### src/rtl/tile_skew_feeder.sv
// rtl/tile_skew_feeder.sv - skews A/B tiles into diagonal wavefronts for a 4x4 systolic array
module tile_skew_feeder #(
    parameter int WIDTH = 8,
    parameter int N     = 4
) (
    input  logic                   clk,
    input  logic                   _reset,
    input  logic                   in_valid,
    output logic                   in_ready,
    input  logic [N*N*WIDTH-1:0]   tile_a,
    input  logic [N*N*WIDTH-1:0]   tile_b,
    input  logic                   last_tile_in,
    input  logic                   end_row_in,
    input  logic                   end_head_in,
    input  logic                   stall,
    output logic [N*WIDTH-1:0]     a_row,
    output logic [N*WIDTH-1:0]     b_col,
    output logic [2*N-1:0]         enables,
    output logic                   add_flag,
    output logic                   last_tile,
    output logic                   end_of_row,
    output logic                   end_of_head,
    output logic                   busy
);
    localparam int KW = $clog2(2*N-1);
    localparam logic [KW-1:0] K_LAST = KW'(2*N-2);
    localparam logic [0:0] ST_IDLE   = 1'b0;
    localparam logic [0:0] ST_STREAM = 1'b1;

    logic [0:0]            state;
    logic [KW-1:0]         k;
    logic                  skid_full;
    logic                  group_open;
    logic [N*N*WIDTH-1:0]  skid_a, skid_b, act_a, act_b;
    logic                  skid_last, skid_row, skid_head;
    logic                  act_last, act_row, act_head, act_add;
    logic [N*WIDTH-1:0]    wave_a, wave_b;
    logic [2*N-1:0]        wave_en;
    logic                  tile_done, drain, accept;

    assign in_ready  = !skid_full;
    assign busy      = (state == ST_STREAM) || skid_full;
    assign accept    = in_valid && !skid_full;
    assign tile_done = (state == ST_STREAM) && (k == K_LAST);
    // Skid drains either into an idle array or onto the final wavefront of the current tile.
    assign drain     = !stall && skid_full && ((state == ST_IDLE) || tile_done);

    always_comb begin
        wave_a  = '0;
        wave_b  = '0;
        wave_en = '0;
        for (int i = 0; i < N; i++) begin
            if (int'(k) >= i && int'(k) - i < N) begin
                wave_a[i*WIDTH +: WIDTH] = act_a[(i*N + int'(k) - i)*WIDTH +: WIDTH];
                wave_b[i*WIDTH +: WIDTH] = act_b[((int'(k) - i)*N + i)*WIDTH +: WIDTH];
                wave_en[i]               = 1'b1;
                wave_en[N+i]             = 1'b1;
            end
        end
    end

    always_ff @(posedge clk) begin
        if (accept) begin
            skid_a    <= tile_a;
            skid_b    <= tile_b;
            skid_last <= last_tile_in;
            skid_row  <= end_row_in;
            skid_head <= end_head_in;
        end
        if (drain) begin
            act_a    <= skid_a;
            act_b    <= skid_b;
            act_last <= skid_last;
            act_row  <= skid_row;
            act_head <= skid_head;
            act_add  <= group_open && !(tile_done && act_last);
        end
    end

    always_ff @(posedge clk) begin
        if (_reset) begin
            state       <= ST_IDLE;
            k           <= '0;
            skid_full   <= 1'b0;
            group_open  <= 1'b0;
            a_row       <= '0;
            b_col       <= '0;
            enables     <= '0;
            add_flag    <= 1'b0;
            last_tile   <= 1'b0;
            end_of_row  <= 1'b0;
            end_of_head <= 1'b0;
        end else begin
            if (accept) begin
                skid_full <= 1'b1;
            end else if (drain) begin
                skid_full <= 1'b0;
            end

            if (drain) begin
                state      <= ST_STREAM;
                k          <= '0;
                group_open <= 1'b1;
            end else if (!stall && tile_done) begin
                state <= ST_IDLE;
                k     <= '0;
                if (act_last) begin
                    group_open <= 1'b0;
                end
            end else if (!stall && state == ST_STREAM) begin
                k <= k + KW'(1);
            end

            if (!stall) begin
                if (state == ST_STREAM) begin
                    a_row       <= wave_a;
                    b_col       <= wave_b;
                    enables     <= wave_en;
                    add_flag    <= act_add;
                    last_tile   <= tile_done && act_last;
                    end_of_row  <= tile_done && act_row;
                    end_of_head <= tile_done && act_head;
                end else begin
                    a_row       <= '0;
                    b_col       <= '0;
                    enables     <= '0;
                    add_flag    <= 1'b0;
                    last_tile   <= 1'b0;
                    end_of_row  <= 1'b0;
                    end_of_head <= 1'b0;
                end
            end
        end
    end
endmodule
### config.mk
export PLATFORM = sky130hd
export DESIGN_NAME = tile_skew_feeder
export DESIGN_NICKNAME = d
export VERILOG_FILES = /design/src/rtl/tile_skew_feeder.sv
export SDC_FILE = /design/constraint.sdc
export NUM_CORES = 1
export LEC_CHECK = 0
export CAP_MARGIN = 20
export CORE_AREA = 2 2 189 209
export CTS_CLUSTER_DIAMETER = 200
export DETAILED_ROUTE_END_ITERATION = 8
export DIE_AREA = 0 0 191 211
export PLACE_DENSITY = 0.89
export SLEW_MARGIN = 10
export SYNTH_ARGS = -nofsm -noshare
export SYNTH_HDL_FRONTEND = slang
export SYNTH_SLANG_ARGS = --single-unit
### constraint.sdc
create_clock -name clk -period 42 [get_ports clk]
set_input_delay 8.4 -clock clk [delete_from_list [all_inputs] [get_ports clk]]
set_output_delay 8.4 -clock clk [all_outputs]
set_load 0.05 [all_outputs]
==> results of run 1 <==
==> cell usage in the layout (no fill, tap or decap), types with 7 or more instances in the layout <==
master	instances
sky130_fd_sc_hd__a21oi_1	12
sky130_fd_sc_hd__a22oi_1	49
sky130_fd_sc_hd__a32oi_1	8
sky130_fd_sc_hd__bufinv_16	7
sky130_fd_sc_hd__clkbuf_1	12
sky130_fd_sc_hd__clkbuf_16	55
sky130_fd_sc_hd__clkdlybuf4s50_1	338
sky130_fd_sc_hd__dfxtp_1	76
sky130_fd_sc_hd__edfxtp_1	519
sky130_fd_sc_hd__ha_1	9
sky130_fd_sc_hd__mux2_2	8
sky130_fd_sc_hd__mux2i_1	41
sky130_fd_sc_hd__mux4_1	12
sky130_fd_sc_hd__mux4_2	84
sky130_fd_sc_hd__nand2_1	16
sky130_fd_sc_hd__nor2_1	58
sky130_fd_sc_hd__o21ai_0	27
sky130_fd_sc_hd__o22ai_1	8
==> cell families (layout without fill, tap and decap cells) <==
kind of cell	after synthesis	after routing	share of synthesized area [%]
compound gates	118	118	3.77
buf+inv	61	455	1.52
other cells	0	1	0
simple gates	96	96	1.92
xor+xnor	1	1	0.0406
flops	597	597	79.5
mux	145	145	12.6
fa+ha+maj	11	11	0.639
==> worst max-delay path, delay by kind of cell <==
kind	cells	cell delay (ns)
AND/OR/NAND/NOR	1	0.32
AO/OA/AOI/OAI	1	0.16
buffers and inverters	5	1.88
==> through the flow <==
| stage | setup WS [ns] | hold slack (ns) | util, % | std cells | area (um2) |
|---|---|---|---|---|---|
| floorplan | 19.71 | 0.400 | - | 1029 | 21600 |
| global placement | 30.59 | 0.400 | 66.9 | 1823 | 25400 |
| detailed placement | 30.48 | 0.405 | 66.9 | 1823 | 25400 |
| CTS | 31.08 | 0.408 | 71.6 | 1920 | 27200 |
| global route | 31.15 | 0.419 | 71.9 | 1924 | 27300 |
| finish | 31.26 | 0.409 | 71.9 | 1924 | 27300 |
==> sequential cells by signal (all words and copies together) (netlist names) <==
name	flops
act_add	1
a_row	32
k	3
act_row	1
skid_row	1
add_flag	1
act_last	1
group_open	1
last_tile	1
b_col	32
skid_last	1
state	1
skid_a	128
skid_b	128
end_of_row	1
enables	4
act_b	128
act_head	1
end_of_head	1
skid_head	1
act_a	128
skid_full	1
==> cell type report <==
type	count	area [um2]	area share, %
clock inverter	25	332	1.21
antenna	1	2.50	0.00916
sequential	597	17200	62.8
multi-input combinational	371	4120	15.1
clock buffer	72	1490	5.46
tap	500	626	2.29
inverter	7	26.3	0.0962
timing repair buffer	351	3550	13.0
==> where the power goes <==
part | internal (mW) | total (mW) | switching [mW]
combinational | 0.0369 | 0.0699 | 0.0330
sequential | 0.677 | 0.687 | 0.0104
clock | 0.293 | 0.503 | 0.210
==> metal layers <==
metal | track usage [%] | share of wire, % | vias to the layer above
li1 | - | - | 4880
met1 | 28.9 | 35 | 5666
met2 | 41.9 | 53 | 527
met3 | 4.85 | 7.5 | 124
met4 | 12.0 | 4.3 | 0
met5 | 0 | 0 | -
==> worst paths after layout <==
check,end,cells past startpoint
worst max-delay path,act_a[52],7
worst min-delay path,act_a[46],0
worst max register to register,a_row[15],7
worst min register to register,act_a[46],0
==> flow_results.org, run 1 <==
** Run status
- The run finished with clean final reports.

** Timing
- Relative slew slack :: 29.3%
- The total count of hold-check failures in the final report came to 0.
- Minimum clock period :: 10.74 ns
- Dividing the final minimum period by the clock period gives 25.6%.
- Setup violations remaining at the end of the flow were counted as 0.
- Worst Tran Pin Value :: 1.06 ns
- Adding up every negative setup slack in the final design gives 0 ns.
- Final slew viol count :: 0
- Max Clk Rate :: 0.0931 GHz
- RSZ-0062 raised after global routing :: no
- Clock Skew :: 0.0167 ns

** Yosys
- Among all cell types in the netlist, the one instantiated most often is sky130_fd_sc_hd__edfxtp_1.
- Summed instance area of the synthesized netlist :: 0.0216 mm2
- The synthesized design contains 519 enable-type register cells.
- Synthesis instantiated 36 different standard cells from the library.
- Among all flip-flop cells after synthesis, the most frequent one is sky130_fd_sc_hd__edfxtp_1.
- Dividing the synthesized area by the synthesized cell count gives 20.9 um2.
- The share of the Yosys chip area taken by registers is 79.5%.
- Total of warnings raised by yosys :: 0
- Synthesis produced a netlist with a net count of 1303.
- #FFs+latches synth :: 597
- Counting every instance in the synthesized netlist gives 1029.
- Synth area leaders :: sky130_fd_sc_hd__edfxtp_1 72%, sky130_fd_sc_hd__mux4_2 8.8%, sky130_fd_sc_hd__dfxtp_1 7.2%
- Most used standard cells in the synthesized netlist :: 519 x sky130_fd_sc_hd__edfxtp_1, 84 x sky130_fd_sc_hd__mux4_2, 78 x sky130_fd_sc_hd__dfxtp_1
- Area leader, netlist :: sky130_fd_sc_hd__edfxtp_1
- Share of the synthesized area in the top cell type :: 72.3%
- Fraction of synthesis flops using an asynchronous set or reset pin :: 0%

** GRT
- Global routing used 24.2% of the available tracks.
- Antenna violations before repair :: 1
- First-pass GRT wire length :: 70.5 mm
- The number of global-route vias before repair is 11900.
- Remaining global-route overflow :: 0
- Maximum number of pins on one net before global-route repair :: 171

** Die
- Core box area :: 0.0380 mm2
- Die footprint :: 0.0403 mm2
- 341 I/O pins were placed.
- Die height :: 211 um
- Die width :: 191 um
- The initial utilization of the core area, before any placement, comes to 56.7%.
- Row Count :: 75

** Pwr
- Total power divided by cell area :: 46.2 mW/mm2
- The analysis attributes to cell leakage a power of 8.84 nW.
- Across the VDD grid, the largest voltage drop is 0.0000407 V.
- Power Total :: 1.26 mW

** Drt
- Dividing the detail-routed wire length by the instance count gives 25.4 um.
- Number of search-and-repair iterations in the first detailed-routing pass :: 7
- After detailed routing, the number of remaining DRC violations is 0.
- Detailed routing inserted a total of 11200 vias.
- Final WL :: 48.8 mm
- Via density :: 5.82
- Once detail routing completed, the nets flagged for antenna violations numbered 0.
- The first routing iteration left 1030 violations.

** Cells and area
- Proportion of layout cells with a drive suffix above 1 :: 14.1%
- After filler insertion, the fill cell instance count of the layout stands at 2203.
- Final nets :: 1657
- Area Overhead vs Synth :: 26.7%

** Min path
- The startpoint identified for the worst hold timing path is skid_a[46].
- Worst min path class :: flip-flop to flip-flop

** Setup path
- Slowest-stage cell, CP :: sky130_fd_sc_hd__buf_12
- Counting stages on the worst path, the most repeated cell is sky130_fd_sc_hd__buf_4.
- Maximum net fanout on the critical path :: 168
- STA classifies the critical path endpoint as a flip-flop.
- R2R Path Start :: k[0]
- For the worst setup path, the data required time is 42.26 ns.
- Across all register-to-register paths, the minimum setup slack is 37.81 ns.
- The critical path starts at stall.
- Data arrival time of the worst path :: 10.99 ns
- Kind of launch point of the worst setup path :: input port
- Worst path cell trace :: buf_2 > buf_4 > nand2b_1 > a21oi_4 > buf_12 > buf_4 > buf_16
- By startpoint and endpoint, the worst setup path is classified as input port to flip-flop.
- For this run, the slowest stage of the critical path takes 0.62 ns.

** Clock tree
- After clock tree synthesis, the setup repair step added 0 buffers.
- Clock buffers created by TritonCTS :: 55
- Clock buffer depth :: 3
- TritonCTS built the clock tree.
- The clock tree synthesis step divided the H-tree into 2 levels.
- Clock tree root driver cell :: sky130_fd_sc_hd__clkbuf_16
- Clock latency of the later-clocked register in the worst-skew pair :: 0.59 ns
- Post_cts resized :: 0
- Count of hold-fix buffers inserted at cts :: 0
- Clock sink total :: 597
- Reg clk slew, reported paths :: 0.06 ns

** Place
- Routability-driven placement finished with a final weighted congestion of 0.825.
- After legalization and detailed placement, the total HPWL measured 30.5 mm.
- # port buffers :: 340

** Run
- The tool flagged a number of max-cap violations equal to 0.
Note: power is estimated with default switching activity, not from simulation.
==> inputs of run 2 (changes only) <==
--- a/config.mk
+++ b/config.mk
@@ -6,11 +6,11 @@
 export NUM_CORES = 1
 export LEC_CHECK = 0
 export CAP_MARGIN = 20
-export CORE_AREA = 2 2 189 209
+export CORE_AREA = 2 2 206 228
 export CTS_CLUSTER_DIAMETER = 200
 export DETAILED_ROUTE_END_ITERATION = 8
-export DIE_AREA = 0 0 191 211
-export PLACE_DENSITY = 0.89
+export DIE_AREA = 0 0 208 230
+export PLACE_DENSITY = 0.81
 export SLEW_MARGIN = 10
 export SYNTH_ARGS = -nofsm -noshare
 export SYNTH_HDL_FRONTEND = slang
==> constraint.sdc (replaced) <==
create_clock -name clk -period 9.2 [get_ports clk]
set_input_delay 1.84 -clock clk [delete_from_list [all_inputs] [get_ports clk]]
set_output_delay 1.84 -clock clk [all_outputs]
set_load 0.05 [all_outputs]
==> run 2 against run 1 <==
Die area rose by 19%. Cell count rose by 5.4%. Non-clock buffer count rose by 3. Combinational power increased to 4.5 times the previous value. Hold slack worse by 0.0036 ns. Global-route usage is 4.2 points lower. Critical path depth shrank 1. Critical path type unchanged.
==> flow_results.org, run 2 (same netlist as run 1, synthesis figures left out) <==
** Clock tree
- CTS tree :: done
- The clock sink count came to 597 (unchanged).
- Clock latency of the later-clocked register in the worst-skew pair :: 0.60 ns (about the same)
- The H-tree level count came to 2 (unchanged).
- The number of setup buffers added after CTS was 0 (unchanged).
- Clock buffer depth :: 3 (unchanged)
- Clock tree root driver cell :: sky130_fd_sc_hd__clkbuf_16
- The number of cells upsized or downsized after cts was 0 (unchanged).
- The number of hold-repair buffers added at the cts stage was 0 (unchanged).
- Clock buffers created by TritonCTS :: 56 (+1.8%)
- The clock input transition at the sequential cells of the worst setup and hold paths came to 0.06 ns (about the same).

** Place
- The count of buffers inserted at the top-level ports came to 340 (unchanged).
- The setup slack after placement came to 4.31 ns (-26.17 ns).
- The routability congestion estimate from global placement is 0.860 (+4.2%).
- The HPWL after detailed placement was 31.7 mm (+4.0%).
- The placement-stage cell area was 0.0255 mm2 (+0.45%).

** Drt
- The length of the first detailed-routing pass in iterations came to 5 (-2).
- Total number of vias :: 11000 (-1.4%)
- # DRC :: 0 (unchanged)
- Post-detailed-route count of antenna-violating nets :: 0 (unchanged)
- The number of vias per cell after detailed routing is 5.44 (-6.5%).
- DRT iter0 DRCs :: 767 (-26%)
- Routed len/inst :: 23.6 um (-6.9%)
- Final WL :: 47.8 mm (-1.9%)

** Pwr
- Total power divided by cell area :: 211 mW/mm2 (+360%)
- The static leakage is 8.90 nW (+0.63%).
- Worst vdd ir :: 0.000204 V (+400%)

** GRT
- The total global-route track usage came to 20.0% (-4.2 points).
- First-pass GRT wire length :: 70.3 mm (-0.28%)
- The number of antenna violations at the first check in global routing was 9 (+8).
- Remaining global-route overflow :: 0 (unchanged)
- The number of global-route vias before repair came to 11600 (-2.5%).
- Maximum number of pins on one net before global-route repair :: 176 (+2.9%)

** Cells and area
- Final nets :: 1661 (+0.24%)
- The utilization of the core after routing was 60.7% (-11 points).
- In the layout the commonest cells are 519 x sky130_fd_sc_hd__edfxtp_1, 338 x sky130_fd_sc_hd__clkdlybuf4s50_1, 84 x sky130_fd_sc_hd__mux4_2, 76 x sky130_fd_sc_hd__dfxtp_1, 58 x sky130_fd_sc_hd__nor2_1.
- The final design area excluding fillers was 0.0275 mm2 (+0.72%).
- Most frequent standard cell in the layout excluding fill and tap cells :: sky130_fd_sc_hd__edfxtp_1
- Compared with the post-synthesis result, the final layout area differs by 27.6%.
- Proportion of layout cells with a drive suffix above 1 :: 14.4% (+0.25 points)

** Setup path
- Kind of launch point of the worst setup path :: input port
- Worst Setup Path Type :: input port to flip-flop
- The critical path required time came to 9.42 ns (-32.84 ns).
- R2r setup slk :: 5.27 ns (-32.54 ns)
- The arrival time at the worst endpoint is 4.47 ns (-6.52 ns).
- R2R Path Start :: k[0]
- Destination of the worst register-to-register timing path :: act_a[115]
- STA classifies the critical path endpoint as a flip-flop.
- The number of cells traversed by the worst register-to-register path came to 6 (-1).
- Maximum net fanout on the critical path :: 78 (-54%)

** Run status
- The flow ran to the end, and the final reports show no timing, DRC or antenna violations.

** Min path
- Hold Path Origin :: skid_a[60]
- The depth of the worst hold-timing path was 0 (unchanged).
- The path class of the tightest hold or removal check is flip-flop to flip-flop.
- The worst hold path terminates at act_a[60].

** Timing
- The final critical-path setup slack was 4.95 ns (-26.31 ns).
- Dividing the final minimum period by the clock period gives 46.2%.
- The transition at the pin with the smallest max-transition slack is 1.05 ns (-0.00528 ns).
- The final max-slew violation count was 0 (unchanged).
- Setup repair after global routing left no endpoint under its margin.
- The final setup TNS came to 0 ns (unchanged).
- Relative slew slack :: 29.4% (+0.11 points)
- The total count of hold-check failures in the final report came to 0 (unchanged).
- Total setup violations reported at the end of the flow :: 0 (unchanged)
- Max Clk Rate :: 0.235 GHz
- Minimum clock period :: 4.25 ns
- The final clock skew was 0.0157 ns (-0.000921 ns).
- Min Hold Slack :: 0.405 ns (-0.00363 ns)

** Die
- Effective utilization at floorplan :: 47.5% (-9.2 points)
- Die width :: 208 um (+8.9%)
- Core box area :: 0.0453 mm2 (+19%)
- The die footprint was 0.0478 mm2 (+19%).
- Die height :: 230 um (+9.0%)
- The number of I/O pins is 341 (unchanged).
- The number of placement rows came to 82 (+9.3%).

** Run
- The max-capacitance violation count was 0 (unchanged).
run 2: changes by cell type in the layout (fill, tap and decap cells not counted), moves of 2 or more:
cell / delta
sky130_fd_sc_hd__diode_2: +5
sky130_fd_sc_hd__clkinvlp_4: -2
sky130_fd_sc_hd__clkinv_2: +3
sky130_fd_sc_hd__clkbuf_8: -3
sky130_fd_sc_hd__clkbuf_16: +2
sky130_fd_sc_hd__inv_6: +2
sky130_fd_sc_hd__buf_4: +2
sky130_fd_sc_hd__clkinv_1: +4
run 2: critical path: stages:
cell and delay [ns]:
sky130_fd_sc_hd__buf_2 0.10, sky130_fd_sc_hd__buf_4 0.33, sky130_fd_sc_hd__nand2b_1 0.30, sky130_fd_sc_hd__a21oi_4 0.14
sky130_fd_sc_hd__buf_4 0.76, sky130_fd_sc_hd__buf_4 0.85
run 2: metrics by stage:
| stage | cells | total power, mW |
|---|---|---|
| 6_report | 2027 | 5.80 |
| 5_1_grt | 2024 | 6.00 |
| 4_1_cts | 2017 | 5.86 |
| 3_5_place_dp | 1913 | 3.51 |
| 3_3_place_gp | 1912 | 3.50 |
| 2_1_floorplan | 1029 | 3.34 |
run 2: worst max-delay path by stage:
stage,startpoint,to,cells past startpoint
detailed placement,stall,act_a[91],6
CTS,k[0],a_row[8],7
finish,stall,act_a[115],6
floorplan,in_valid,skid_a[0],1
global route,stall,act_a[107],6
global placement,stall,act_a[123],6
run 2: routing by layer:
layer / vias up / GRT usage, % / share of wire [%]
met4: 6 / 8.58 / 4.1
met1: 5537 / 23.5 / 36
met5: - / 0 / 0.098
met3: 108 / 6.68 / 9.1
met2: 468 / 33.7 / 50
li1: 4916 / - / -
run 2: cell type report:
type,instances,area (um2)
multi-input combinational,371,4120
tap,588,736
inverter,7,26.3
sequential,597,17200
clock inverter,33,387
fill,3190,17800
timing repair buffer,354,3570
clock buffer,71,1500
antenna,6,15.0
run 2: report_power, final:
part / total, mW / switching (mW) / internal [mW] / leakage, nW
sequential: 3.14 / 0.0481 / 3.09 / 5.50
combinational: 0.316 / 0.148 / 0.168 / 2.49
clock: 2.35 / 0.965 / 1.38 / 0.917
total: 5.80 / 1.16 / 4.64 / 8.90
